$ cat config.mk
export PLATFORM = sky130hd
export DESIGN_NAME = vfu_vrf_wb_arbiter_flat
export DESIGN_NICKNAME = d
export VERILOG_FILES = /design/src/rtl/vfu_vrf_wb_arbiter_if.sv /design/src/rtl/vfu_vrf_wb_arbiter.sv /design/src/flat_wrapper.sv
export SDC_FILE = /design/constraint.sdc
export NUM_CORES = 1
export LEC_CHECK = 0
export ABC_AREA = 0
export CELL_PAD_IN_SITES_DETAIL_PLACEMENT = 0
export CELL_PAD_IN_SITES_GLOBAL_PLACEMENT = 1
export CORE_UTILIZATION = 35
export DETAILED_ROUTE_END_ITERATION = 8
export GPL_ROUTABILITY_DRIVEN = 0
export PLACE_DENSITY_LB_ADDON = 0.25
export RECOVER_POWER = 50
export SETUP_SLACK_MARGIN = 0.4
export SYNTH_ARGS = -nofsm -noshare
export SYNTH_HDL_FRONTEND = slang
export SYNTH_SLANG_ARGS = --single-unit
$ cat constraint.sdc
create_clock -name clk_i -period 9.2 [get_ports clk_i]
set_clock_uncertainty 0.2 [all_clocks]
set_input_delay 1.84 -clock clk_i [delete_from_list [all_inputs] [get_ports clk_i]]
set_output_delay 1.84 -clock clk_i [all_outputs]
set_load 0.05 [all_outputs]
$ cat src/rtl/vfu_vrf_wb_arbiter_if.sv
// vfu_vrf_wb_arbiter_if: one VRF write channel (result bundle plus req/gnt handshake)
interface vfu_vrf_wb_arbiter_if #(
  parameter type         vid_t     = logic [3:0],
  parameter type         vaddr_t   = logic [7:0],
  parameter int unsigned DataWidth = 64
);
  logic                   req;
  vid_t                   id;
  vaddr_t                 addr;
  logic [DataWidth-1:0]   wdata;
  logic [DataWidth/8-1:0] be;
  logic                   gnt;
  modport master (output req, id, addr, wdata, be, input gnt);
  modport slave (input req, id, addr, wdata, be, output gnt);
endinterface

$ cat src/rtl/vfu_vrf_wb_arbiter.sv
// vfu_vrf_wb_arbiter: buffered ALU/MFPU write-back arbiter onto one VRF write port
module vfu_vrf_wb_arbiter #(
  parameter type         vid_t     = logic [3:0],
  parameter type         vaddr_t   = logic [7:0],
  parameter int unsigned DataWidth = 64,
  parameter int unsigned BufDepth  = 2,
  parameter int unsigned MaxWait   = 4
) (
  input  logic                   clk_i,
  input  logic                   rst_ni,
  vfu_vrf_wb_arbiter_if.slave    alu_i,
  vfu_vrf_wb_arbiter_if.slave    mfpu_i,
  vfu_vrf_wb_arbiter_if.master   vrf_o,
  output logic                   vrf_src_o,
  output logic                   busy_o
);
  localparam int unsigned PtrW  = BufDepth > 1 ? $clog2(BufDepth) : 1;
  localparam int unsigned CntW  = $clog2(BufDepth + 1);
  localparam int unsigned WaitW = $clog2(MaxWait + 1);

  typedef struct packed {
    vid_t                   id;
    vaddr_t                 addr;
    logic [DataWidth-1:0]   data;
    logic [DataWidth/8-1:0] be;
  } entry_t;

  typedef enum logic {IDLE, LOCKED} state_e;

  state_e           state_q, state_d;
  logic             sel_q, sel_d;
  logic [WaitW-1:0] wait_q, wait_d;
  entry_t           mem_q [2][BufDepth];
  logic [PtrW-1:0]  wp_q [2];
  logic [PtrW-1:0]  rp_q [2];
  logic [CntW-1:0]  cnt_q [2];
  entry_t           din [2];
  entry_t           head;
  logic [1:0]       req, gnt, full, empty, pop;
  logic             vrf_req;

  function automatic logic [PtrW-1:0] inc(input logic [PtrW-1:0] p);
    return p == PtrW'(BufDepth - 1) ? '0 : p + 1'b1;
  endfunction

  // index 0 is the ALU buffer, index 1 the MFPU buffer
  assign req    = {mfpu_i.req, alu_i.req};
  assign din[0] = {alu_i.id, alu_i.addr, alu_i.wdata, alu_i.be};
  assign din[1] = {mfpu_i.id, mfpu_i.addr, mfpu_i.wdata, mfpu_i.be};

  for (genvar i = 0; i < 2; i++) begin : g_flag
    assign full[i]  = cnt_q[i] == CntW'(BufDepth);
    assign empty[i] = cnt_q[i] == '0;
  end

  assign gnt        = {2{rst_ni}} & req & (~full | pop);
  assign alu_i.gnt  = gnt[0];
  assign mfpu_i.gnt = gnt[1];

  // a stalled selection stays locked so the presented write never changes before gnt
  always_comb begin
    vrf_req = rst_ni & (~empty[0] | ~empty[1]);
    sel_d   = state_q == LOCKED ? sel_q : empty[0] ? 1'b1 : empty[1] ? 1'b0 : wait_q == WaitW'(MaxWait);
    state_d = vrf_req ? (vrf_o.gnt ? IDLE : LOCKED) : state_q;
    pop     = {2{vrf_req & vrf_o.gnt}} & {sel_d, ~sel_d};
    wait_d  = pop[1] ? '0 : (~empty[1] && wait_q != WaitW'(MaxWait)) ? wait_q + 1'b1 : wait_q;
  end

  assign head        = vrf_req ? mem_q[sel_d][rp_q[sel_d]] : '0;
  assign vrf_o.req   = vrf_req;
  assign vrf_o.id    = head.id;
  assign vrf_o.addr  = head.addr;
  assign vrf_o.wdata = head.data;
  assign vrf_o.be    = head.be;
  assign vrf_src_o   = vrf_req & sel_d;
  assign busy_o      = vrf_req;

  always_ff @(posedge clk_i) begin
    if (!rst_ni) begin
      state_q <= IDLE;
      sel_q   <= 1'b0;
      wait_q  <= '0;
      for (int i = 0; i < 2; i++) begin
        wp_q[i]  <= '0;
        rp_q[i]  <= '0;
        cnt_q[i] <= '0;
      end
    end else begin
      state_q <= state_d;
      sel_q   <= sel_d;
      wait_q  <= wait_d;
      for (int i = 0; i < 2; i++) begin
        if (gnt[i]) begin
          mem_q[i][wp_q[i]] <= din[i];
          wp_q[i]           <= inc(wp_q[i]);
        end
        if (pop[i]) rp_q[i] <= inc(rp_q[i]);
        cnt_q[i] <= cnt_q[i] + CntW'(gnt[i]) - CntW'(pop[i]);
      end
    end
  end
endmodule
$ cat src/flat_wrapper.sv
// flat-port wrapper written by rule: the top's interface ports become plain ports
module vfu_vrf_wb_arbiter_flat 
#(
  parameter type         vid_t     = logic [3:0],
  parameter type         vaddr_t   = logic [7:0],
  parameter int unsigned DataWidth = 64,
  parameter int unsigned BufDepth  = 2,
  parameter int unsigned MaxWait   = 4
)
  (clk_i, rst_ni, vrf_src_o, busy_o, alu_i_req, alu_i_id, alu_i_addr, alu_i_wdata, alu_i_be, alu_i_gnt, mfpu_i_req, mfpu_i_id, mfpu_i_addr, mfpu_i_wdata, mfpu_i_be, mfpu_i_gnt, vrf_o_req, vrf_o_id, vrf_o_addr, vrf_o_wdata, vrf_o_be, vrf_o_gnt);
  vfu_vrf_wb_arbiter_if #(.vid_t(vid_t), .vaddr_t(vaddr_t), .DataWidth(DataWidth)) alu_i_i ();
  vfu_vrf_wb_arbiter_if #(.vid_t(vid_t), .vaddr_t(vaddr_t), .DataWidth(DataWidth)) mfpu_i_i ();
  vfu_vrf_wb_arbiter_if #(.vid_t(vid_t), .vaddr_t(vaddr_t), .DataWidth(DataWidth)) vrf_o_i ();
  input  logic clk_i;
  input  logic rst_ni;
  output logic vrf_src_o;
  output logic busy_o;
  input wire logic [$bits(alu_i_i.req)-1:0] alu_i_req;
  input wire logic [$bits(alu_i_i.id)-1:0] alu_i_id;
  input wire logic [$bits(alu_i_i.addr)-1:0] alu_i_addr;
  input wire logic [$bits(alu_i_i.wdata)-1:0] alu_i_wdata;
  input wire logic [$bits(alu_i_i.be)-1:0] alu_i_be;
  output wire logic [$bits(alu_i_i.gnt)-1:0] alu_i_gnt;
  input wire logic [$bits(mfpu_i_i.req)-1:0] mfpu_i_req;
  input wire logic [$bits(mfpu_i_i.id)-1:0] mfpu_i_id;
  input wire logic [$bits(mfpu_i_i.addr)-1:0] mfpu_i_addr;
  input wire logic [$bits(mfpu_i_i.wdata)-1:0] mfpu_i_wdata;
  input wire logic [$bits(mfpu_i_i.be)-1:0] mfpu_i_be;
  output wire logic [$bits(mfpu_i_i.gnt)-1:0] mfpu_i_gnt;
  output wire logic [$bits(vrf_o_i.req)-1:0] vrf_o_req;
  output wire logic [$bits(vrf_o_i.id)-1:0] vrf_o_id;
  output wire logic [$bits(vrf_o_i.addr)-1:0] vrf_o_addr;
  output wire logic [$bits(vrf_o_i.wdata)-1:0] vrf_o_wdata;
  output wire logic [$bits(vrf_o_i.be)-1:0] vrf_o_be;
  input wire logic [$bits(vrf_o_i.gnt)-1:0] vrf_o_gnt;
  assign alu_i_i.req = alu_i_req;
  assign alu_i_i.id = alu_i_id;
  assign alu_i_i.addr = alu_i_addr;
  assign alu_i_i.wdata = alu_i_wdata;
  assign alu_i_i.be = alu_i_be;
  assign alu_i_gnt = alu_i_i.gnt;
  assign mfpu_i_i.req = mfpu_i_req;
  assign mfpu_i_i.id = mfpu_i_id;
  assign mfpu_i_i.addr = mfpu_i_addr;
  assign mfpu_i_i.wdata = mfpu_i_wdata;
  assign mfpu_i_i.be = mfpu_i_be;
  assign mfpu_i_gnt = mfpu_i_i.gnt;
  assign vrf_o_req = vrf_o_i.req;
  assign vrf_o_id = vrf_o_i.id;
  assign vrf_o_addr = vrf_o_i.addr;
  assign vrf_o_wdata = vrf_o_i.wdata;
  assign vrf_o_be = vrf_o_i.be;
  assign vrf_o_i.gnt = vrf_o_gnt;
  vfu_vrf_wb_arbiter #(.vid_t(vid_t), .vaddr_t(vaddr_t), .DataWidth(DataWidth), .BufDepth(BufDepth), .MaxWait(MaxWait)) u_core (.clk_i(clk_i), .rst_ni(rst_ni), .alu_i(alu_i_i), .mfpu_i(mfpu_i_i), .vrf_o(vrf_o_i), .vrf_src_o(vrf_src_o), .busy_o(busy_o));
endmodule
==> qor.txt, run 1 <==
status = complete, but fails checks
failing checks = capacitance limit, slew limit
DR vias = 7969
Post-CTS Hold Fix Bufs = 0
#FFs+latches synth = 349
Worst-path clk slew = 0.06 ns
Iter 0 DRT Violations = 346
CP Capture Type = primary output
P_sw = 1829 uW
root buf cell = clkbuf_16
total CTS buffers = 39
dominant cell type by area after synthesis = edfxtp_1
routed wire length = 31980 um
CP peak stage delay = 0.91 ns
Max H-tree Level = 2
Slew Viols, Final = 38
first-pass GRT wire length = 47450 um
CP arrival = 4.73 ns
clock share of power = 27.9%
total clock sinks = 349
worst-path cell chain = dlygate4sd3_1 > nand2_4 > buf_4 > a211oi_1 > clkdlybuf4s50_1
LEAKAGE = 0.005862 uW
post-CTS setup buffers = 0
VDD IR max = 0.0001753 V
Clk Latency, worst-skew pair = 0.54 ns
Die Area = 0.03996 mm^2
post-synthesis cell count = 807
DRT Pass-1 Iters = 6
area grow syn2layout = 31.55%
Switching Share = 35.93%
wire per inst = 19.72 um
class of the worst hold path = reg2reg
die width = 199.9 um
Hold WS = 0.3530 ns
yosys warns = 0
CTS resizes = 0
Post-synth EDFFs = 340
Post-Syn Area per Cell = 16.99 um^2
FILL cells = 3317
setup TNS = 0 ns
Seq pwr share = 37.8%
Die H = 199.9 um
Rel. slew slack = -61.16%
top-count cell post-synth = edfxtp_1
Antenna Nets Post-Route = 0
final hold vios = 0
Seq/Total Area, Yosys = 75.80%
crit share post-route = 73.54%
Gate power share = 34.3%
WS Path Type = in2out
CTS tree = done
commonest register cell after synthesis = edfxtp_1
post-synth top area share = 74.49%
total core area = 0.03865 mm^2
type of origin of the critical path = input pin
Final Critical Period = 6.766 ns
asr flop ratio synth = 0%
layout cells sized above 1 = 6.313%
All-Layer GR Usage = 16.07%
P_int = 3262 uW
Worst-Margin Slew = 2.417 ns
I/O Pins = 262
Power Density = 282.3 mW/mm^2
CP max-delay cell = clkdlybuf4s50_1
largest net degree at the start of global routing = 100
vias in the first global route = 8010
CP max FO = 86
Starting Density = 35.47%
syn nets = 986
Worst EP required = 7.16 ns
initial antenna violation count = 18
Post-DP HPWL = 18950 um
Netlist Area Pre-Place = 0.01371 mm^2
Rows = 72
synth top area cells = edfxtp_1 (74%), a211oi_1 (9.2%), mux2i_1 (6.1%)
Post-synth top cells = edfxtp_1 (340), a211oi_1 (168), mux2i_1 (84), nor2b_1 (84), clkbuf_1 (25)
Setup violations, final = 0
Port Buffers = 261
Overflow after GRT = 0
clock buffer depth = 3
Fmax achieved = 147.8 MHz
max-cap violation count = 1
vias per cell = 4.913
Yosys cell types = 33
RSZ-0062 raised after global routing = no
Final nets = 1245
drt drc = 0
-- critical path, delay by kind of cell --
family / cells / cell delay [ns]
buf+inv: 3 / 2.18
compound gates: 1 / 0.62
simple gates: 1 / 0.05
-- metrics by stage --
| step | cell area (um^2) | total power (uW) | setup WS, ns | cells | util (%) |
|---|---|---|---|---|---|
| floorplan | 13710 | 3143 | 2.583 | 807 | - |
| detailed placement | 16860 | 3752 | 2.487 | 1543 | 43.63 |
| global route | 18010 | 5321 | 2.342 | 1615 | 46.61 |
| CTS | 18020 | 5191 | 2.497 | 1611 | 46.63 |
| finish | 18030 | 5090 | 2.434 | 1622 | 46.66 |
| global placement | 16860 | 3748 | 2.513 | 1543 | 43.63 |
-- cells by family after synthesis --
group | share of synthesized area (%)
fa+ha+maj | 0.5477
simple gates | 4.957
buf+inv | 2.081
xor+xnor | 0.3834
mux | 6.134
flops | 75.80
compound gates | 10.10
-- path summary, 6_finish.rpt --
kind / start / endpoint / slack [ns] / cells past startpoint
worst max-delay path: rst_ni / vrf_o_id[1] / 2.43 / 5
worst min-delay path: u_core.state_q / u_core.state_q / 0.35 / 1
worst max register to register: u_core.wait_q[0] / u_core.mem_q[0][99] / 4.08 / 8
worst min register to register: u_core.state_q / u_core.state_q / 0.35 / 1
-- metal layers --
layer  wire (um)  GRT usage, %  share of wire [%]
met1       14420         20.85                 45
met2       14680         25.62                 46
met3        2151         4.956                6.7
met4         602         5.259                1.9
met5         119             0               0.37
-- registers in the layout (all words and copies together), names as in the netlist --
name,flops
u_core.cnt_q,4
u_core.wait_q,3
u_core.mem_q,336
u_core.sel_q,1
u_core.rp_q,2
u_core.state_q,1
u_core.wp_q,2
-- area by class of cell --
type	count	area, um^2	area share, %
Multi-Input combinational cell	393	3058	16.96
Tap cell	518	648.1	3.594
Timing Repair Buffer	276	2721	15.09
Sequential cell	349	10390	57.62
Clock buffer	51	1064	5.898
Antenna cell	11	27.53	0.1527
Clock inverter	17	96.34	0.5343
Inverter	7	26.28	0.1457
-- power groups by stage --
stage / sequential, uW / clock (uW) / combinational, uW
finish: 1930 / 1420 / 1750
global route: 1940 / 1520 / 1860
CTS: 1930 / 1470 / 1800
detailed placement: 1960 / 0 / 1790
global placement: 1950 / 0 / 1790
floorplan: 1960 / 0 / 1180
-- cell usage in the layout (no fill, tap or decap) --
| cell type | Yosys | routed |
|---|---|---|
| edfxtp_1 | 340 | 340 |
| dlygate4sd3_1 | 0 | 169 |
| a211oi_1 | 168 | 168 |
| clkdlybuf4s50_1 | 0 | 92 |
| mux2i_1 | 84 | 84 |
| nor2b_1 | 84 | 84 |
| clkbuf_16 | 0 | 41 |
| buf_4 | 1 | 14 |
| nor2_1 | 14 | 12 |
| diode_2 | 0 | 11 |
| clkinv_1 | 0 | 11 |
| clkbuf_1 | 25 | 11 |
| dfxtp_1 | 9 | 9 |
| inv_1 | 7 | 7 |
| ha_1 | 6 | 6 |
| and2_1 | 5 | 5 |
| xnor2_1 | 5 | 5 |
| clkinv_2 | 0 | 5 |
| o211a_1 | 3 | 4 |
| nand2_1 | 5 | 4 |
| o21ai_0 | 3 | 4 |
| nor3b_4 | 0 | 2 |
| or2_2 | 2 | 2 |
| nor2_4 | 0 | 2 |
| o32ai_1 | 1 | 2 |
| or4_1 | 1 | 1 |
| nand2_4 | 0 | 1 |
| nand2b_1 | 1 | 1 |
| o31a_2 | 0 | 1 |
| nand3_1 | 1 | 1 |
| o31ai_1 | 1 | 1 |
| a2bb2oi_1 | 1 | 1 |
| a21oi_1 | 1 | 1 |
| xor2_1 | 1 | 1 |
| bufinv_16 | 0 | 1 |
(Power assumes the default switching activity.)
==> inputs of run 2 (changes only) <==
- clock period: 9.2 -> 6.7 ns (I/O delays scaled with it)
==> run 2 against run 1 <==
The flow still finishes with violations (capacitance limit, slew limit). Worst setup slack got worse by 1.6 ns. Critical path depth is 3 higher. Register-to-register slack lost 1.7 ns. Utilization increased by 0.23 points. Count of clock-buffer cells in the layout fell by 1. First-iteration DRC count is 13% higher. Power up 39%. Sequential power rose by 37%. Sequential share of layout area is 0.29 points lower. Highest routed layer unchanged. Via count shrank 1.1%. Largest cell class unchanged. Flip-flop and latch count did not move. Combinational power increased by 37%.
==> qor.txt, run 2 (synthesis results as in run 1) <==
status = complete, but fails checks
failing checks = capacitance limit, slew limit
most frequent cells in the layout = edfxtp_1 (340), dlygate4sd3_1 (169), a211oi_1 (168), clkdlybuf4s50_1 (92)
routed wire length = 31760 um
vias in the first global route = 7917
Slew Viols, Final = 31
most common cell after layout, fill and taps aside = edfxtp_1
Worst-Margin Slew = 2.096 ns
clock buffer depth = 3
CP bufs+invs = 3
root buf cell = clkbuf_16
Gate power share = 33.9%
Starting Density = 35.47%
Antenna Nets Post-Route = 0
vias per cell = 4.866
Power Density = 390.4 mW/mm^2
Port Buffers = 261
type of origin of the critical path = register
Switching Share = 35.82%
initial antenna violation count = 10
layout cells sized above 1 = 6.667%
WS Path Type = reg2out
total clock sinks = 349
final hold vios = 0
Final nets = 1247
LEAKAGE = 0.005904 uW
I/O Pins = 262
Clk Latency, worst-skew pair = 0.54 ns
Die Area = 0.03996 mm^2
total core area = 0.03865 mm^2
max-cap violation count = 1
die width = 199.9 um
Setup violations, final = 0
Overflow after GRT = 0
CP arrival = 4.33 ns
Largest register FFs = 336
Rows = 72
DRT Pass-1 Iters = 4
Post-DP HPWL = 19510 um
RSZ-0062 raised after global routing = no
Worst EP required = 5.16 ns
CTS tree = done
Worst-path clk slew = 0.06 ns
CP max FO = 25
Max H-tree Level = 2
crit share post-route = 87.61%
placed instance area = 0.01694 mm^2
area grow syn2layout = 32.20%
P_int = 4541 uW
post-CTS setup buffers = 0
CP peak stage delay = 0.94 ns
cell area after layout = 0.01812 mm^2
CP Capture Type = primary output
r2r setup slk = 2.38 ns
drt drc = 0
cell mode on critical path = a211oi_1
Setup crit start = u_core.wait_q[0]
VDD IR max = 0.0002694 V
r2r startpoint = u_core.wait_q[0]
Seq pwr share = 37.5%
FILL cells = 3348
wire per inst = 19.61 um
clock share of power = 28.6%
hold wc startpoint = u_core.wait_q[2]
Placed Cells incl. Taps = 1545
P_sw = 2534 uW
Final Critical Period = 5.870 ns
final std cells w/o fill = 1620
CP max-delay cell = o31a_1
class of the worst hold path = reg2reg
largest net degree at the start of global routing = 95
first-pass GRT wire length = 46970 um
All-Layer GR Usage = 15.87%
Fmax achieved = 170.4 MHz
total CTS buffers = 39
worst-path cell chain = inv_1 > ha_1 > o211a_1 > o31a_1 > clkbuf_1 > a211oi_1 > a211oi_1 > clkdlybuf4s50_1
Iter 0 DRT Violations = 390
Die H = 199.9 um
setup TNS = 0 ns
Rel. slew slack = -39.73%
family with the most delay on the worst path = buffers and inverters
CTS resizes = 0
Post-CTS Hold Fix Bufs = 0
DR vias = 7883
==> run 2: area by class of cell <==
cell class / instances / area [um^2] / area share, %
sequential: 349 / 10390 / 57.34
multi-input combinational: 393 / 3042 / 16.79
timing repair buffer: 278 / 2791 / 15.40
clock buffer: 50 / 1060 / 5.848
tap: 518 / 648.1 / 3.577
clock inverter: 18 / 146.4 / 0.8078
inverter: 7 / 26.28 / 0.1450
antenna: 7 / 17.52 / 0.09667
==> run 2: final timing paths <==
path	to	cells past startpoint
max reg2reg	u_core.mem_q[0][115]	8
min	u_core.wait_q[2]	2
max	vrf_o_addr[2]	8
min reg2reg	u_core.wait_q[2]	2
==> run 2: routing by layer <==
layer  global-route usage [%]  share of wire [%]  vias to the layer above
met3                    3.864                5.9                       52
met4                    5.513                2.0                        6
met5                        0               0.13                        -
met2                    24.54                 45                      217
met1                    21.79                 47                     3843
li1                         -                  -                     3765
==> run 2: tightest hold or removal path, cell delays in order (launching register included) <==
cell	delay [ns]
dfxtp_1	0.36
xor2_1	0.08
nor2_1	0.07
==> run 2: through the flow <==
step / hold WS (ns) / total power, uW / worst slack, ns / utilization (%)
CTS: 0.3488 / 7199 / 0.8878 / 46.95
finish: 0.3409 / 7075 / 0.8300 / 46.89
floorplan: 0.3015 / 4316 / 0.5833 / -
global placement: 0.3225 / 5152 / 1.066 / 43.83
global route: 0.3801 / 7386 / 0.5479 / 46.86
detailed placement: 0.3265 / 5165 / 0.8613 / 43.83
==> run 2: power groups by stage <==
stage | Clock [uW] | Combinational [uW] | Sequential (uW)
floorplan | 0 | 1620 | 2690
global placement | 0 | 2460 | 2690
detailed placement | 0 | 2470 | 2700
CTS | 2070 | 2470 | 2650
global route | 2150 | 2560 | 2670
finish | 2020 | 2400 | 2650
==> inputs of run 3 (changes only) <==
- CAP_MARGIN: default -> 10
- RECOVER_POWER: 50 -> 25
==> run 3 against run 2 <==
The flow now finishes without violations. Utilization increased by 0.10 points. Global-route usage stayed put. Count of clock-buffer cells in the layout is the same. Via count unchanged. Combinational power about the same. Power up 0.28%. Flip-flop and latch count did not move. Critical endpoint is now vrf_o_wdata[11]. Largest cell class unchanged.
==> qor.txt, run 3 (synthesis results as in run 1) <==
layout cells sized above 1 = 7.306%
DRT Pass-1 Iters = 4
Slew Viols, Final = 0
CP Capture Type = primary output
Port Buffers = 261
vias per cell = 4.869
Worst EP required = 5.16 ns
max-cap violation count = 0
Rows = 72
RSZ-0062 raised after global routing = no
most common cell after layout, fill and taps aside = edfxtp_1
type of origin of the critical path = input pin
WS Path Type = in2out
routed wire length = 31840 um
Worst-Margin Slew = 1.177 ns
CTS tree = done
initial antenna violation count = 9
met1 Usage GRT = 21.79%
crit share post-route = 85.26%
All-Layer GR Usage = 15.87%
total clock sinks = 349
drt drc = 0
Antenna Nets Post-Route = 0
Final nets = 1247
routing usage on met2 = 24.54%
CP arrival = 4.17 ns
DR vias = 7883
post-CTS setup buffers = 0
placed instance area = 0.01694 mm^2
Rel. slew slack = 21.56%
root buf cell = clkbuf_16
total core area = 0.03865 mm^2
met3 Usage GRT = 3.864%
VDD IR max = 0.0002691 V
status = finished, final reports clean
first-pass GRT wire length = 46970 um
Overflow after GRT = 0
CP max FO = 53
Power Density = 390.7 mW/mm^2
final std cells w/o fill = 1619
final hold vios = 0
Max H-tree Level = 2
Post-CTS Hold Fix Bufs = 0
Placed Cells incl. Taps = 1545
die width = 199.9 um
Fmax achieved = 175.1 MHz
wire per inst = 19.66 um
Worst-path clk slew = 0.06 ns
hold wc startpoint = u_core.wait_q[2]
Clk Latency, worst-skew pair = 0.54 ns
class of the worst hold path = reg2reg
Iter 0 DRT Violations = 420
Setup violations, final = 0
total CTS buffers = 39
setup TNS = 0 ns
clock buffer depth = 3
CTS resizes = 0
vias in the first global route = 7917
Final Critical Period = 5.712 ns
Die H = 199.9 um
largest net degree at the start of global routing = 95
area grow syn2layout = 32.50%
most frequent cells in the layout = edfxtp_1 (340), a211oi_1 (168), clkdlybuf4s50_1 (163), dlygate4sd3_1 (98)
Setup crit start = rst_ni
r2r startpoint = u_core.wait_q[0]
Post-DP HPWL = 19510 um
I/O Pins = 262
Tot Pwr = 7095 uW
GR peak layer = met2
Die Area = 0.03996 mm^2
Largest register FFs = 336
cell area after layout = 0.01816 mm^2
Starting Density = 35.47%
LEAKAGE = 0.005898 uW
## run 3: cell count changes in the layout (fill, tap and decap cells not counted), sizes merged
| cell | delta |
|---|---|
| clkdlybuf4s50 | +71 |
| dlygate4sd3 | -71 |
| buf | +3 |
| clkbuf | -3 |
| diode | -1 |
## run 3: worst paths after layout
kind	endpoint	slack, ns	depth (start not counted)
setup / recovery	vrf_o_wdata[11]	0.99	5
hold / removal	u_core.wait_q[2]	0.34	2
setup reg to reg	u_core.mem_q[0][115]	2.89	8
hold reg to reg	u_core.wait_q[2]	0.34	2
## run 3: final cells by class
type	instances	area [um^2]
Clock inverter	18	146.4
Fill cell	3342	20490
Clock buffer	50	1060
Inverter	7	26.28
Sequential cell	349	10390
Timing Repair Buffer	278	2803
Tap cell	518	648.1
Antenna cell	6	15.01
Multi-Input combinational cell	393	3073
## run 3: worst max-delay path, cell delays in order
cell,delay [ns]
clkdlybuf4s50_1,0.76
nand2_4,0.47
buf_4,0.43
a211oi_1,0.27
clkdlybuf4s50_1,0.86
## run 3: metrics by stage
step | setup slack [ns] | utilization (%) | hold slack [ns]
floorplan | 0.5833 | - | 0.3015
global placement | 1.066 | 43.83 | 0.3225
global route | 0.7546 | 46.97 | 0.3801
finish | 0.9878 | 46.99 | 0.3406
detailed placement | 0.8613 | 43.83 | 0.3265
CTS | 0.8878 | 46.95 | 0.3488
## run 3: routing by layer
metal	share of wire [%]	up-vias
met4	2.0	6
li1	-	3761
met2	45	211
met3	6.0	52
met5	0.13	-
met1	47	3853
## run 3: power by group
part	switching (uW)	internal, uW
Sequential	57.1	2600
Combinational	1650	768
Clock	827	1190
Total	2540	4560
